$ cat src/rtl/counter_cmd_seq.sv
// Command sequencer for a 4-bit loadable up/down counter: expands LOAD/UP/DOWN/HOLD
// commands into per-cycle load/data/updown controls while tracking a shadow of the count.
module counter_cmd_seq #(
  parameter int W     = 4,
  parameter int LEN_W = 8
) (
  input  logic             clk,
  input  logic             rst,
  input  logic             cmd_valid,
  output logic             cmd_ready,
  input  logic [1:0]       cmd_op,
  input  logic [W-1:0]     cmd_data,
  input  logic [LEN_W-1:0] cmd_len,
  output logic             load,
  output logic [W-1:0]     data,
  output logic             updown,
  output logic             busy,
  output logic             done,
  output logic [W-1:0]     shadow
);

  typedef enum logic {S_IDLE, S_RUN} state_t;

  localparam logic [1:0]       OP_LOAD = 2'b00;
  localparam logic [1:0]       OP_UP   = 2'b01;
  localparam logic [1:0]       OP_DOWN = 2'b10;
  localparam logic [1:0]       OP_HOLD = 2'b11;
  localparam logic [LEN_W-1:0] REM_ONE = LEN_W'(1);
  localparam logic [W-1:0]     ONE_W   = W'(1);

  state_t           state_q, state_d;
  logic [1:0]       op_q, op_d;
  logic [W-1:0]     ld_val_q, ld_val_d;
  logic [LEN_W-1:0] rem_q, rem_d;
  logic [W-1:0]     shadow_q, shadow_d;
  logic             done_q, done_d;

  always_ff @(posedge clk) begin
    if (rst) begin
      state_q  <= S_IDLE;
      op_q     <= OP_HOLD;
      ld_val_q <= '0;
      rem_q    <= '0;
      shadow_q <= '0;
      done_q   <= 1'b0;
    end else begin
      state_q  <= state_d;
      op_q     <= op_d;
      ld_val_q <= ld_val_d;
      rem_q    <= rem_d;
      shadow_q <= shadow_d;
      done_q   <= done_d;
    end
  end

  // Counter controls come from registers only; in IDLE the counter is pinned to shadow.
  always_comb begin
    load      = 1'b1;
    data      = shadow_q;
    updown    = 1'b0;
    cmd_ready = 1'b0;
    busy      = 1'b0;
    if (state_q == S_IDLE) begin
      cmd_ready = 1'b1;
    end else begin
      busy = 1'b1;
      case (op_q)
        OP_LOAD: data = ld_val_q;
        OP_UP: begin
          load   = 1'b0;
          updown = 1'b1;
        end
        OP_DOWN: load = 1'b0;
        default: ;
      endcase
    end
  end

  always_comb begin
    state_d  = state_q;
    op_d     = op_q;
    ld_val_d = ld_val_q;
    rem_d    = rem_q;
    shadow_d = shadow_q;
    done_d   = 1'b0;
    if (state_q == S_IDLE) begin
      if (cmd_valid) begin
        state_d  = S_RUN;
        ld_val_d = cmd_data;
        op_d     = cmd_op;
        if (cmd_op == OP_LOAD || cmd_len == '0) begin
          rem_d = REM_ONE;
        end else begin
          rem_d = cmd_len;
        end
        // A zero-length UP/DOWN degenerates to a single no-op cycle.
        if ((cmd_op == OP_UP || cmd_op == OP_DOWN) && cmd_len == '0) begin
          op_d = OP_HOLD;
        end
      end
    end else begin
      case (op_q)
        OP_LOAD: shadow_d = ld_val_q;
        OP_UP:   shadow_d = shadow_q + ONE_W;
        OP_DOWN: shadow_d = shadow_q - ONE_W;
        default: ;
      endcase
      rem_d = rem_q - REM_ONE;
      if (rem_q == REM_ONE) begin
        state_d = S_IDLE;
        done_d  = 1'b1;
      end
    end
  end

  assign done   = done_q;
  assign shadow = shadow_q;

endmodule
$ cat config.mk
export PLATFORM = sky130hd
export DESIGN_NAME = counter_cmd_seq
export DESIGN_NICKNAME = d
export VERILOG_FILES = /design/src/rtl/counter_cmd_seq.sv
export SDC_FILE = /design/constraint.sdc
export NUM_CORES = 1
export LEC_CHECK = 0
export ABC_AREA = 0
export CORE_MARGIN = 1.5
export CORE_UTILIZATION = 44
export DETAILED_ROUTE_END_ITERATION = 10
export PLACE_DENSITY_LB_ADDON = 0.3
export SYNTH_ARGS = -nofsm -noshare
export SYNTH_HDL_FRONTEND = slang
export SYNTH_SLANG_ARGS = --single-unit
$ cat constraint.sdc
create_clock -name clk -period 1.8 [get_ports clk]
set_input_delay 0.36 -clock clk [delete_from_list [all_inputs] [get_ports clk]]
set_output_delay 0.36 -clock clk [all_outputs]
set_load 0.02 [all_outputs]
==> flow_metrics.py <==
metrics = {
    "run_status": {
        "outcome": "finished with violations",
        "violations": "negative setup slack",
    },
    "yosys": {
        "yosysWarnings": 0,
        "ys_seq_area_share_pct": 31.8,
        "synth_flop_cell": "dfxtp_1",
        "synth.avg_cell_area_um2": 8.22,
        "synth.distinct_cells": 41,
        "async_flop_share_pct": 0,
        "synth-seq-cells": 20,
        "syn_nets": 179,
        "syn_area_um2": 1260,
        "synthCells": 153,
        "synth_edf_count": 0,
    },
    "setup_path": {
        "crit_slowest_cell": "dfxtp_2",
        "cp_slowest_stage_delay_ps": 360,
        "arrival_ps": 1460,
        "cp-start-kind": "flop",
        "critPathMaxFanout": 4,
        "r2r_setup_slack_ps": 130,
        "crit_chain": "inv_2, ha_4, nand2_4, buf_6, mux2_4, buf_6",
        "cp.required_ps": 1440,
        "critical_path.most_common_cell": "buf_6",
        "cp-end-kind": "output port",
        "path_class": "reg2out",
    },
    "cells_and_area": {
        "fin_nets": 217,
        "final_cell_mix": "19 x clkdlybuf4s50_1, 17 x dfxtp_1, 14 x nand2_1",
        "antenna_cells": 0,
        "synthToLayoutAreaGrowth_pct": 37.4,
        "layout_commonest_cell": "clkdlybuf4s50_1",
        "drive_gt1_share_pct": 21.6,
        "regArea_um2": 404,
        "stdcell_area_um2": 1730,
        "multiInputGateArea_um2": 830,
        "fillers": 238,
        "final_cells": 221,
    },
    "sta": {
        "skew_ps": 2.69,
        "relSlewSlack_pct": 73.5,
        "fin_crit_ps": 1820,
        "rsz0062_at_grt": "yes",
        "fin_ws_ps": -19.4,
        "tns_ps": -19.4,
        "final-setup-viol-count": 1,
        "slew_violations": 0,
        "holdWs_ps": 487,
        "clock.fmax_mhz": 550,
        "tightestPinTransition_ps": 394,
        "hold_violations": 0,
        "post-route-period-util_pct": 101,
    },
    "die": {
        "initial_core_util_pct": 46.0,
        "dieWidth_um": 56.5,
        "die_y_um": 56.5,
        "top_level_ports": 30,
        "coreArea_um2": 2730,
        "rows": 19,
        "dieArea_um2": 3190,
    },
    "global_routing": {
        "antenna_found_initial": 0,
        "grt_first_pass_wirelength_um": 5020,
        "grt_max_degree": 23,
        "overflow": 0,
        "track_usage_pct": 19.4,
        "grt_pass1_vias": 1203,
    },
    "drt": {
        "topRoutingLayerUsed": "met4",
        "viasPerCell": 5.51,
        "drtIter0Drc": 20,
        "wl_um": 3000,
        "drt-pass1-iter-count": 5,
        "wl_met3_um": 127,
        "avgRoutedWirePerCell_um": 13.6,
        "drcViolationCount": 0,
        "dr_wl_met2_um": 1590,
        "met1Wirelength_um": 1250,
        "ant_nets": 0,
        "num_vias": 1218,
    },
    "cts": {
        "cts_tree": "done",
        "htreeDepth": 1,
        "cts_inserted_buffers": 3,
        "clkTransAtPathRegs_ps": 120,
        "clk_latency_ps": 300,
        "cts.sinks": 20,
        "cts_root_buf": "clkbuf_4",
        "clock_path_buffers": 2,
    },
    "placement": {
        "dp_cells": 216,
        "io_buffer_count": 29,
        "gp_congestion": 0.876,
        "dp_hpwl_um": 2280,
        "placed_cell_area_um2": 1640,
    },
    "power_and_ir_drop": {
        "leakagePower_uw": 0.000730,
        "vdd_ir_drop_max_v": 0.000480,
        "p_per_area_nw_per_um2": 628,
    },
    "job": {
        "maxCapViolations": 0,
    },
    "min_path": {
        "min_path_type": "reg2reg",
    },
}
[per-layer routing]
metal / track usage, % / vias up
met1: 20.8 / 562
li1: - / 615
met4: 5.78 / 0
met3: 3.00 / 4
met5: 0 / -
met2: 38.2 / 37
[worst max-delay path, delay by kind of cell, from the launching register on]
kind,cells,cell delay (ps)
adder cells (fa/ha/maj),1,150
buffers and inverters,3,280
flip-flops,1,360
multiplexers,1,290
AND/OR/NAND/NOR,1,80
[logic make-up after synthesis]
logic type | share of synthesized area, %
buffers and inverters | 5.97
and+or+nand+nor | 23.7
AOI/OAI and AO/OA | 19.3
xor gates and xnor gates | 4.18
adders and majority gates | 8.96
muxes | 6.07
DFF | 31.8
[state kept, by name, summed over array words and instances, names as in the netlist]
register and cells:
rem_q 8, shadow 4, op_q 2, ld_val_q 4
state_q 1, done 1
[path summary, 6_finish.rpt]
path,start,to,cells past startpoint
max reg2reg,op_q[0],shadow[2],9
min reg2reg,ld_val_q[2],ld_val_q[2],2
max,op_q[1],data[3],6
min,ld_val_q[2],ld_val_q[2],2
[repair_timing]
action                     in CTS  in global routing
resized for setup              34                 10
setup endpoints to repair       9                 11
buffers inserted                1                  0
hold buffers                    0                  0
pin swaps                       1                  3
[synth_stat cells, types with 2 or more instances]
| library cell | n | share of area, % |
|---|---|---|
| a211o_1 | 2 | 1.4 |
| a211oi_1 | 2 | 1.2 |
| a21oi_1 | 15 | 6.0 |
| a311oi_1 | 2 | 1.4 |
| clkbuf_1 | 8 | 2.4 |
| dfxtp_1 | 20 | 32 |
| ha_1 | 9 | 9.0 |
| inv_1 | 12 | 3.6 |
| mux2_2 | 5 | 4.5 |
| mux2i_1 | 2 | 1.6 |
| nand2_1 | 15 | 4.5 |
| nand2b_1 | 2 | 0.99 |
| nand3_1 | 2 | 0.80 |
| nor2_1 | 13 | 3.9 |
| nor2b_1 | 5 | 2.5 |
| nor3_1 | 5 | 2.0 |
| o21ai_0 | 3 | 1.2 |
| o21bai_1 | 2 | 1.2 |
| o31ai_1 | 2 | 1.2 |
| or3_1 | 2 | 0.99 |
| xnor2_1 | 5 | 3.5 |
[cell type report]
cell class / count / area share (%)
well taps: 31 / 2.24
multi-input cells: 113 / 48.0
flip-flops and latches: 20 / 23.4
inverters: 12 / 2.61
repair buffers: 41 / 21.7
clock buffers: 4 / 2.10
[metrics by stage]
stage               setup slack [ps]  utilization, %  total power [uW]
floorplan                       98.6               -               706
global placement                -195            60.0               816
detailed placement              -236            60.0               823
CTS                            -33.1            62.0              1090
global route                   -76.0            63.2              1150
finish                         -19.4            63.2              1080
[report_power, final]
part	internal (uW)	total [uW]	switching, uW
logic	158	309	151
registers	474	510	35.6
clock network	123	266	143
total	755	1080	329
(Power assumes the default switching activity.)
